--- src/rtl/mpdmac_pkg.sv ---
// Shared definitions for the mirror-padding DMA configuration block: register
// offsets, identification value, legal matrix-width range and the STATUS layout.
package mpdmac_pkg;

    localparam logic [31:0] VERSION   = 32'h0001_2024;
    localparam logic [5:0]  MIN_WIDTH = 6'd2;   // engine mirrors from index width-2
    localparam logic [5:0]  MAX_WIDTH = 6'd14;  // engine burst length width+1 must fit 4 bits

    localparam logic [11:0] OFF_VERSION   = 12'h000;
    localparam logic [11:0] OFF_SRC_ADDR  = 12'h100;
    localparam logic [11:0] OFF_DST_ADDR  = 12'h104;
    localparam logic [11:0] OFF_MAT_WIDTH = 12'h108;
    localparam logic [11:0] OFF_CMD       = 12'h10C;
    localparam logic [11:0] OFF_STATUS    = 12'h110;
    localparam logic [11:0] OFF_INT_EN    = 12'h114;
    localparam logic [11:0] OFF_INT_PEND  = 12'h118;

    typedef struct packed {
        logic [29:0] reserved;
        logic        busy;
        logic        done;
    } status_t;

    typedef enum logic [3:0] {
        SEL_NONE,
        SEL_VERSION,
        SEL_SRC_ADDR,
        SEL_DST_ADDR,
        SEL_MAT_WIDTH,
        SEL_CMD,
        SEL_STATUS,
        SEL_INT_EN,
        SEL_INT_PEND
    } reg_sel_e;

    // Map a word-aligned offset (byte address bits [11:2]) onto a register select.
    function automatic reg_sel_e decode_offset(input logic [9:0] word_addr);
        reg_sel_e    sel;
        logic [11:0] offset;
        offset = {word_addr, 2'b00};
        case (offset)
            OFF_VERSION:   sel = SEL_VERSION;
            OFF_SRC_ADDR:  sel = SEL_SRC_ADDR;
            OFF_DST_ADDR:  sel = SEL_DST_ADDR;
            OFF_MAT_WIDTH: sel = SEL_MAT_WIDTH;
            OFF_CMD:       sel = SEL_CMD;
            OFF_STATUS:    sel = SEL_STATUS;
            OFF_INT_EN:    sel = SEL_INT_EN;
            OFF_INT_PEND:  sel = SEL_INT_PEND;
            default:       sel = SEL_NONE;
        endcase
        return sel;
    endfunction

endpackage

--- src/rtl/mpdmac_cfg.sv ---
// APB register block that programs and launches the mirror-padding DMA engine.
// Holds the job configuration, issues a one-cycle start pulse, tracks busy/done
// and raises a maskable level interrupt on completion.
module mpdmac_cfg
    import mpdmac_pkg::*;
(
    input  logic        clk,
    input  logic        rst_n,
    input  logic        psel_i,
    input  logic        penable_i,
    input  logic [11:0] paddr_i,
    input  logic        pwrite_i,
    input  logic [31:0] pwdata_i,
    output logic        pready_o,
    output logic [31:0] prdata_o,
    output logic        pslverr_o,
    output logic [31:0] src_addr_o,
    output logic [31:0] dst_addr_o,
    output logic [5:0]  mat_width_o,
    output logic        start_o,
    input  logic        done_i,
    output logic        irq_o
);

    // Configuration and control state
    logic [31:0] src_addr_q;
    logic [31:0] dst_addr_q;
    logic [5:0]  mat_width_q;
    logic        start_q;
    logic        busy_q;
    logic        done_q;
    logic        int_en_q;
    logic        int_pend_q;
    logic        irq_q;
    logic [31:0] prdata_q;

    // Bus decode and per-access strobes
    reg_sel_e    sel;
    logic        setup_phase;
    logic        access_phase;
    logic        wr_access;
    logic        width_ok;
    logic        done_rise;
    logic        job_done;
    logic        wr_err;
    logic        wr_src;
    logic        wr_dst;
    logic        wr_width;
    logic        wr_int_en;
    logic        clr_pend;
    logic        launch;
    logic [31:0] rdata;
    status_t     status;

    // Byte-lane bits of the address carry no meaning for word registers.
    logic        unused_addr_lsb;
    assign unused_addr_lsb = ^paddr_i[1:0];

    assign sel          = decode_offset(paddr_i[11:2]);
    assign setup_phase  = psel_i & ~penable_i;
    assign access_phase = psel_i & penable_i;
    assign wr_access    = access_phase & pwrite_i;
    assign width_ok     = (mat_width_q >= MIN_WIDTH) && (mat_width_q <= MAX_WIDTH);

    // done_q resets to 1 so an engine that is already idle out of reset is not
    // mistaken for a completion edge.
    assign done_rise = done_i & ~done_q;
    assign job_done  = busy_q & done_rise;

    // Classify the current write: commit strobe, launch, or error.
    always_comb begin
        // NOTE: every signal written here gets a default first; a path that left one
        // unassigned would infer a latch.
        wr_err    = 1'b0;
        wr_src    = 1'b0;
        wr_dst    = 1'b0;
        wr_width  = 1'b0;
        wr_int_en = 1'b0;
        clr_pend  = 1'b0;
        launch    = 1'b0;
        if (wr_access) begin
            case (sel)
                SEL_SRC_ADDR: begin
                    if (busy_q) wr_err = 1'b1;
                    else        wr_src = 1'b1;
                end
                SEL_DST_ADDR: begin
                    if (busy_q) wr_err = 1'b1;
                    else        wr_dst = 1'b1;
                end
                SEL_MAT_WIDTH: begin
                    if (busy_q) wr_err   = 1'b1;
                    else        wr_width = 1'b1;
                end
                SEL_CMD: begin
                    // bit0 = 0 is a legal no-op; a start must find the engine idle
                    // and a width the engine can mirror.
                    if (pwdata_i[0]) begin
                        if (busy_q || !done_i || !width_ok) wr_err = 1'b1;
                        else                                launch = 1'b1;
                    end
                end
                SEL_INT_EN:   wr_int_en = 1'b1;
                SEL_INT_PEND: clr_pend  = pwdata_i[0];
                SEL_NONE:     wr_err    = 1'b1;
                default:      ;  // read-only registers silently ignore writes
            endcase
        end
    end

    // Read data multiplexer; unmapped offsets return zero.
    always_comb begin
        status          = '0;
        status.busy     = busy_q;
        status.done     = done_i;
        rdata           = '0;
        case (sel)
            SEL_VERSION:   rdata = VERSION;
            SEL_SRC_ADDR:  rdata = src_addr_q;
            SEL_DST_ADDR:  rdata = dst_addr_q;
            SEL_MAT_WIDTH: rdata = {26'd0, mat_width_q};
            SEL_STATUS:    rdata = status;
            SEL_INT_EN:    rdata = {31'd0, int_en_q};
            SEL_INT_PEND:  rdata = {31'd0, int_pend_q};
            default:       rdata = '0;  // CMD reads zero, unmapped reads zero
        endcase
    end

    // Error response is combinational so it tracks the access phase exactly.
    assign pslverr_o = access_phase & ((sel == SEL_NONE) | wr_err);

    // Job configuration registers; frozen while a job is running.
    always_ff @(posedge clk or negedge rst_n) begin
        // NOTE: sequential state uses non-blocking assignments so every flop samples
        // the values from before the edge, independent of statement order.
        if (!rst_n) begin
            src_addr_q  <= '0;
            dst_addr_q  <= '0;
            mat_width_q <= '0;
        end else begin
            if (wr_src)   src_addr_q  <= pwdata_i;
            if (wr_dst)   dst_addr_q  <= pwdata_i;
            if (wr_width) mat_width_q <= pwdata_i[5:0];
        end
    end

    // Launch pulse, busy tracking, completion edge detect and interrupt state.
    always_ff @(posedge clk or negedge rst_n) begin
        if (!rst_n) begin
            start_q    <= 1'b0;
            busy_q     <= 1'b0;
            done_q     <= 1'b1;
            int_en_q   <= 1'b0;
            int_pend_q <= 1'b0;
            irq_q      <= 1'b0;
        end else begin
            start_q <= launch;
            done_q  <= done_i;

            if (launch)        busy_q <= 1'b1;
            else if (job_done) busy_q <= 1'b0;

            if (wr_int_en) int_en_q <= pwdata_i[0];

            // A completion landing together with a W1C keeps the pending flag set.
            if (job_done)      int_pend_q <= 1'b1;
            else if (clr_pend) int_pend_q <= 1'b0;

            irq_q <= int_pend_q & int_en_q;
        end
    end

    // Read data is captured in the setup phase and held through the access phase.
    always_ff @(posedge clk or negedge rst_n) begin
        if (!rst_n) begin
            prdata_q <= '0;
        end else if (setup_phase && !pwrite_i) begin
            prdata_q <= rdata;
        end
    end

    assign pready_o    = 1'b1;
    assign prdata_o    = prdata_q;
    assign src_addr_o  = src_addr_q;
    assign dst_addr_o  = dst_addr_q;
    assign mat_width_o = mat_width_q;
    assign start_o     = start_q;
    assign irq_o       = irq_q;

endmodule
--- config.mk ---
export PLATFORM = sky130hd
export DESIGN_NAME = mpdmac_cfg
export DESIGN_NICKNAME = d
export VERILOG_FILES = /design/src/rtl/mpdmac_pkg.sv /design/src/rtl/mpdmac_cfg.sv
export SDC_FILE = /design/constraint.sdc
export NUM_CORES = 1
export LEC_CHECK = 0
export BUFFER_PORTS_ARGS = -buffer_cell sky130_fd_sc_hd__buf_2
export CORE_MARGIN = 5
export CORE_UTILIZATION = 54
export DETAILED_ROUTE_END_ITERATION = 6
export PLACE_DENSITY = 0.84
export SKIP_CTS_REPAIR_TIMING = 1
export SKIP_LAST_GASP = 1
export SLEW_MARGIN = 20
export SYNTH_ARGS = -nofsm -noshare
export SYNTH_HDL_FRONTEND = slang
export SYNTH_SLANG_ARGS = --single-unit
--- constraint.sdc ---
create_clock -name clk -period 2.8 [get_ports clk]
set_input_delay 0.28 -clock clk [delete_from_list [all_inputs] [get_ports clk]]
set_output_delay 0.28 -clock clk [all_outputs]
set_load 0.1 [all_outputs]
==> results.yml, run 1 <==
critical_path:
  endpoint_kind: "primary output"
  worst-path-buf-inv: 1
  cp_slowest_cell: "o311ai_0"
  crit_cells: 4
  critical-path-top-delay-family: "compound AO/OA/AOI/OAI gates"
  required_ps: 2520
  crit_path_start_kind: "register"
  cp_cell_sequence: "o311ai_0 -> nand3_1 -> a31oi_2 -> buf_2"
  crit_type: "reg2out"
  worst_ep_arrival_time_ps: 2180
  slowest_delay_ps: 540
  ff2ff_path_depth: 4
  cp_max_fo: 5
yosys:
  ys_ff_latch: 108
  synth_nets: 425
  syn_inst: 375
  avgSynthCellArea_um2: 12.7
  synthFlopType: "dfrtp_1"
  netlist-cell-type-count: 44
  synth_top_area_share_pct: 56.3
  synth_top_cells_by_area: "dfrtp_1, mux2_4, mux2_1, nand2_1, a22oi_1"
  synthArstFlopShare_pct: 100
  ys_warn_count: 0
  synth_edf_count: 0
  seq_area_frac_synth_pct: 56.9
  synth_area_mm2: 0.00476
  yosys.area.top_type: "dfrtp_1"
clocking:
  cts_sinks: 108
  cts_tree: "built"
  cts.clk_slew.worst_paths_ps: 110
  clk_root_buffer_cell: "clkbuf_8"
  clock_latency_ps: 360
  clockBufferDepth: 2
  htreeDepth: 3
  cts_buffers: 9
global_route:
  grt_start_max_net_pins: 57
  grt_pass1_vias: 3710
  antenna_found_initial: 0
  grt-ovfl-total: 0
  grt_pass1_wl_mm: 19.2
  track_usage_pct: 21.8
cells_and_area:
  antenna_cells: 0
  syn_to_final_growth_pct: 21.1
  final_cells: 635
  nets: 573
  layout_commonest_cell: "buf_2"
  mostFrequentLayoutCells: "buf_2, dfrtp_1, nand2_1"
  final_core_util_pct: 66.7
  layout-drive-gt1-share_pct: 42.7
  stdcell_area_mm2: 0.00576
power_and_ir_drop:
  leakage_uw: 0.00337
  power_density_mw_per_mm2: 458
  ir_drop_uv: 253
die:
  start_util_pct: 55.1
  dieHeight_um: 104
  rows: 34
  ios: 156
  fp.dieW_um: 104
  core_mm2: 0.00864
  dieArea_mm2: 0.0108
sta:
  maxSlewHeadroom_pct: 37.2
  setup_viol: 0
  maxSlewViolCount: 0
  period_needed_ps: 2460
  skew_ps: 12.2
  fin_ws_ps: 344
  finalCritPeriodShare_pct: 87.7
  worst_pin_slew_ps: 940
  rsz0062_at_grt: "false"
  finalHoldViolCount: 54
  max_freq_ghz: 0.407
  fin_tns_setup_ps: 0
  holdWs_ps: -36.8
hold_path:
  hold_class: "in2async"
placed_design:
  dpl.cell_count: 620
  port_buffers: 152
  gp_congestion: 0.887
  dpl_cell_area_mm2: 0.00558
  dp_slack_ps: 452
  hpwl_mm: 8.36
route:
  route.vias.total: 3593
  via_per_inst: 5.66
  drt_iter0_markers: 180
  routed_wl_mm: 11.6
  first_pass_iters: 4
  ant_nets: 0
  post-route-drc-count: 0
  wl_per_cell_um: 18.3
run:
  drv_cap: 0
run_status:
  status: "finished with violations"
  violations: "negative hold slack"
-- layout make-up --
class / count / area, µm²
Timing Repair Buffer: 160 / 836
Multi-Input combinational cell: 242 / 1890
Clock buffer: 10 / 138
Tap cell: 108 / 135
Fill cell: 672 / 2880
Inverter: 2 / 7.51
Clock inverter: 5 / 46.3
Sequential cell: 108 / 2700
-- report_power, final --
group          switching [µW]  total (µW)  leakage [µW]  internal (µW)
Sequential               4.10        1570       0.00151           1560
Clock                     528         885     0.0000884            357
Combinational             136         185       0.00177           49.0
-- path summary, 6_finish.rpt --
check / from / end / slack, ps
worst max register to register: busy_q$_DFFE_PN0P_ / src_addr_o[10]$_DFFE_PN0P_ / 840
min in group clk: done_i / done_q$_DFF_PN1_ / 70
max in group asynchronous: rst_n / prdata_o[28]$_DFFE_PN0P_ / 2100
worst min register to register: prdata_o[28]$_DFFE_PN0P_ / prdata_o[28]$_DFFE_PN0P_ / 470
worst min-delay path: rst_n / src_addr_o[29]$_DFFE_PN0P_ / -40
worst max-delay path: mat_width_o[3]$_DFFE_PN0P_ / pslverr_o / 340
-- stage by stage --
step / power, µW / hold WS (ps)
floorplan: 1690 / -15.6
global placement: 1780 / 366
detailed placement: 1780 / 383
CTS: 2670 / -28.5
global route: 2750 / 9.04
finish: 2640 / -36.8
-- flip-flops by register name (all words and copies together) (netlist names) --
name and flops:
dst_addr_o 32, done_q 1, int_pend_q 1, mat_width_o 6, prdata_o 32, src_addr_o 32, busy_q 1, irq_o 1
start_o 1, int_en_q 1
-- worst register-to-register path: cells and delay by family, from the launching register on --
family | cells | cell delay [ps]
buffers and inverters | 1 | 290
flip-flops | 1 | 460
multiplexers | 1 | 360
AND/OR/NAND/NOR | 2 | 740
-- cells in the mapped netlist, types with 6 or more instances --
cell,instances
a22oi_1,29
o21ai_0,10
nand2_1,61
buf_2,9
mux2_2,12
nor2_1,11
mux2_1,30
mux2_4,30
dfrtp_1,107
buf_6,6
nand3_1,7
and3_1,6
-- layer usage --
| metal | wire (µm) | share of wire [%] | track usage, % | vias to the layer above |
|---|---|---|---|---|
| met5 | 0 | 0 | 0 | - |
| met4 | 184 | 1.6 | 6.66 | 0 |
| met3 | 966 | 8.3 | 5.35 | 23 |
| met2 | 5540 | 48 | 34.7 | 179 |
| met1 | 4900 | 42 | 29.5 | 1765 |
| li1 | - | - | - | 1626 |
-- logic make-up after synthesis --
family | Yosys count | share of synthesized area, %
muxes | 74 | 19.8
DFF | 108 | 56.9
and+or+nand+nor | 110 | 11.2
other | 1 | 0.0789
buffers and inverters | 25 | 3.47
AOI/OAI and AO/OA | 57 | 8.55
(Power assumes the default switching activity.)
==> run 2: changes to the inputs <==
- CORE_UTILIZATION: 54 -> 51
- PLACE_DENSITY: 0.84 -> 0.8
- clock period: 2.8 -> 2.36 ns (I/O delays scaled with it)
==> results.yml, run 2 (synthesis gave the netlist of run 1 again) <==
global_route:
  grt_pass1_vias: 3639
  grt-ovfl-total: 0
  track_usage_pct: 21.2
  grt_start_max_net_pins: 58
  antenna_found_initial: 1
  grt_pass1_wl_mm: 19.1
die:
  fp.dieW_um: 107
  rows: 35
  dieHeight_um: 107
  start_util_pct: 52.0
  core_mm2: 0.00915
  ios: 156
  dieArea_mm2: 0.0114
sta:
  rsz0062_at_grt: "false"
  maxSlewHeadroom_pct: 55.1
  skew_ps: 10.7
  finalCritPeriodShare_pct: 91.6
  setup_viol: 0
  worst_pin_slew_ps: 674
  period_needed_ps: 2160
  fin_tns_setup_ps: 0
  maxSlewViolCount: 0
  finalHoldViolCount: 0
  max_freq_ghz: 0.462
  holdWs_ps: 90.1
route:
  route.vias.total: 3535
  wl_per_cell_um: 18.3
  post-route-drc-count: 0
  first_pass_iters: 4
  routed_wl_mm: 11.7
  via_per_inst: 5.51
  ant_nets: 0
  drt_iter0_markers: 208
placed_design:
  gp_congestion: 0.894
  hpwl_mm: 8.47
  port_buffers: 152
clocking:
  cts_tree: "built"
  clockBufferDepth: 2
  htreeDepth: 3
  cts.clk_slew.worst_paths_ps: 110
  clock_latency_ps: 360
  cts_buffers: 9
  cts_sinks: 108
  clk_root_buffer_cell: "clkbuf_8"
cells_and_area:
  syn_to_final_growth_pct: 23.1
  nets: 576
  layout_commonest_cell: "buf_2"
  nFillCells: 747
  antenna_cells: 0
  mostFrequentLayoutCells: "buf_2, dfrtp_1, nand2_1"
  layout-drive-gt1-share_pct: 42.6
critical_path:
  cp_max_fo: 5
  crit_type: "reg2out"
  crit_path_start_kind: "register"
  cp_cell_sequence: "o311ai_1 -> nand3_1 -> a31oi_4 -> buf_12"
  cp_slowest_cell: "o311ai_1"
  critical-path-top-delay-family: "compound AO/OA/AOI/OAI gates"
  worst_ep_arrival_time_ps: 1930
  slowest_delay_ps: 470
  required_ps: 2120
  worst-path-buf-inv: 1
  endpoint_kind: "primary output"
power_and_ir_drop:
  ir_drop_uv: 337
  power_density_mw_per_mm2: 550
  leakage_uw: 0.00340
run_status:
  status: "complete, no violations"
hold_path:
  hold_class: "in2reg"
run:
  drv_cap: 0
run 2: changes by cell type in the layout (fill, tap and decap cells not counted), sizes merged:
cell         delta
clkinvlp        -1
clkbuf          -1
clkinv          +1
dlygate4sd3     +2
buf             +1
bufinv          +1
run 2: layer usage:
layer | global-route usage (%) | wire [µm]
met1 | 28.9 | 5000
met3 | 5.46 | 961
met4 | 6.39 | 165
met5 | 0 | 20
met2 | 33.5 | 5580
run 2: where the power goes:
group | switching, µW | internal (µW) | total, µW
combinational | 160 | 63.6 | 224
clock | 639 | 497 | 1140
sequential | 4.76 | 1860 | 1860
total | 804 | 2420 | 3220
run 2: area by class of cell:
class / count / area, µm² / area share, %
Sequential cell: 108 / 2700 / 46.2
Multi-Input combinational cell: 242 / 1900 / 32.5
Timing Repair Buffer: 163 / 903 / 15.4
Tap cell: 111 / 139 / 2.37
Clock buffer: 9 / 124 / 2.12
Clock inverter: 6 / 72.6 / 1.24
Inverter: 2 / 7.51 / 0.128
run 2: worst paths after layout:
path	from	end	slack [ps]	cells past startpoint
worst min-delay path	pwdata_i[7]	src_addr_o[7]$_DFFE_PN0P_	90	2
worst max register to register	busy_q$_DFFE_PN0P_	dst_addr_o[3]$_DFFE_PN0P_	570	4
min in group asynchronous	rst_n	src_addr_o[6]$_DFFE_PN0P_	410	2
worst min register to register	prdata_o[19]$_DFFE_PN0P_	prdata_o[19]$_DFFE_PN0P_	470	2
worst max-delay path	mat_width_o[3]$_DFFE_PN0P_	pslverr_o	200	4
max in group asynchronous	rst_n	dst_addr_o[30]$_DFFE_PN0P_	1170	3
run 2: through the flow:
stage	std cells	utilization (%)	setup slack [ps]	instance area, µm²	total power (µW)
finish	641	64.0	198	5850	3220
global route	641	64.0	35.1	5850	3350
CTS	639	63.7	11.7	5830	3250
detailed placement	624	61.6	273	5640	2120
global placement	624	61.6	315	5640	2120
floorplan	375	-	10.8	4770	2000
==> run 3: changes to the inputs <==
- clock period: 2.36 -> 2.44 ns (I/O delays scaled with it)
==> results.yml, run 3 (synthesis gave the netlist of run 1 again) <==
route:
  first_pass_iters: 5
  via_per_inst: 5.51
  ant_nets: 0
  route.vias.total: 3526
  drt_iter0_markers: 208
  wl_per_cell_um: 18.1
  routed_wl_mm: 11.6
  post-route-drc-count: 0
sta:
  worst_pin_slew_ps: 660
  maxSlewViolCount: 0
  max_freq_ghz: 0.427
  setup_viol: 0
  finalHoldViolCount: 0
  finalCritPeriodShare_pct: 95.9
  period_needed_ps: 2340
  skew_ps: 10.1
  rsz0062_at_grt: "false"
  fin_tns_setup_ps: 0
  fin_ws_ps: 99.8
  maxSlewHeadroom_pct: 56.0
clocking:
  htreeDepth: 3
  cts_sinks: 108
  clockBufferDepth: 2
  cts.clk_slew.worst_paths_ps: 110
  clock_latency_ps: 360
  clk_root_buffer_cell: "clkbuf_8"
  cts_buffers: 9
  cts_tree: "built"
die:
  dieHeight_um: 107
  start_util_pct: 52.0
  dieArea_mm2: 0.0114
  rows: 35
  ios: 156
  fp.dieW_um: 107
  core_mm2: 0.00915
placed_design:
  dpl_cell_area_mm2: 0.00561
  hpwl_mm: 8.38
  gp_congestion: 0.893
  port_buffers: 152
  dp_slack_ps: 320
critical_path:
  required_ps: 2200
  critical-path-top-delay-family: "compound AO/OA/AOI/OAI gates"
  crit_type: "reg2out"
  cp_max_fo: 5
  worst-path-buf-inv: 1
  crit_path_start_kind: "register"
  worstReg2RegStart: "busy_q$_DFFE_PN0P_"
  crit_cells: 4
  worst_ep_arrival_time_ps: 2100
  ff2ff_path_depth: 4
  endpoint_kind: "primary output"
  startpoint: "mat_width_o[3]$_DFFE_PN0P_"
  slowest_delay_ps: 610
  cp_cell_sequence: "o311ai_0 -> nand3_1 -> a31oi_4 -> buf_12"
  cp_slowest_cell: "o311ai_0"
  critPathCapture: "pslverr_o"
  r2r_end: "dst_addr_o[15]$_DFFE_PN0P_"
  rrSetupSlack_ps: 630
cells_and_area:
  antenna_cells: 0
  mostFrequentLayoutCells: "buf_2, dfrtp_1, nand2_1"
  final_core_util_pct: 63.3
  stdcell_area_mm2: 0.00580
  syn_to_final_growth_pct: 21.9
  nets: 575
  layout-drive-gt1-share_pct: 42.7
  layout_commonest_cell: "buf_2"
  nFillCells: 747
global_route:
  grt_start_max_net_pins: 58
  grt-ovfl-total: 0
  grt_pass1_wl_mm: 19.0
  grt_pass1_vias: 3686
  antenna_found_initial: 1
  track_usage_pct: 21.1
power_and_ir_drop:
  ir_drop_uv: 337
  power_uw: 3010
  power_density_mw_per_mm2: 520
  leakage_uw: 0.00337
hold_path:
  hold_class: "in2reg"
run:
  drv_cap: 0
run_status:
  status: "complete, no violations"
[run 3: changes by cell type in the layout (fill, tap and decap cells not counted), sizes merged]
cell / previous run / this run
clkinvlp: 1 / 2
bufinv: 1 / 0
dlygate4sd3: 2 / 1
[run 3: layout make-up]
cell class / instances / area, µm² / area share, %
clock buffers: 9 / 124 / 2.14
clock inverters: 6 / 50.0 / 0.864
inverters: 2 / 7.51 / 0.130
multi-input cells: 242 / 1900 / 32.8
flip-flops and latches: 108 / 2700 / 46.7
well taps: 111 / 139 / 2.40
repair buffers: 162 / 868 / 15.0
[run 3: metal layers]
metal,vias to the layer above,GRT usage [%],part of all wire (%)
met3,8,5.16,8.0
met1,1745,28.5,42
met5,-,0,0.17
met2,136,34.1,49
met4,2,5.57,0.64
li1,1635,-,-
[run 3: worst min path at each step]
stage | depth (start not counted) | to | start
3_3_place_gp | 1 | src_addr_o[8]$_DFFE_PN0P_ | rst_n
4_1_cts | 1 | src_addr_o[8]$_DFFE_PN0P_ | rst_n
6_report | 1 | done_q$_DFF_PN1_ | done_i
2_1_floorplan | 0 | busy_q$_DFFE_PN0P_ | rst_n
3_5_place_dp | 1 | src_addr_o[8]$_DFFE_PN0P_ | rst_n
5_1_grt | 1 | done_q$_DFF_PN1_ | done_i
[run 3: power by group]
group	switching [µW]	internal, µW
registers	4.54	1800
logic	155	60.5
clock network	620	377
[run 3: worst register-to-register path: cells and delay by family, from the launching register on]
family	cells	cell delay, ps
simple gates	2	570
flops	1	460
buf+inv	1	330
mux	1	340
[run 3: per-stage QoR]
stage / hold WS (ps) / instances
after detailed placement: 324 / 624
after global placement: 310 / 624
after global routing: 2.09 / 640
after CTS: -91.1 / 639
final: 17.1 / 640
after floorplan: -51.6 / 375
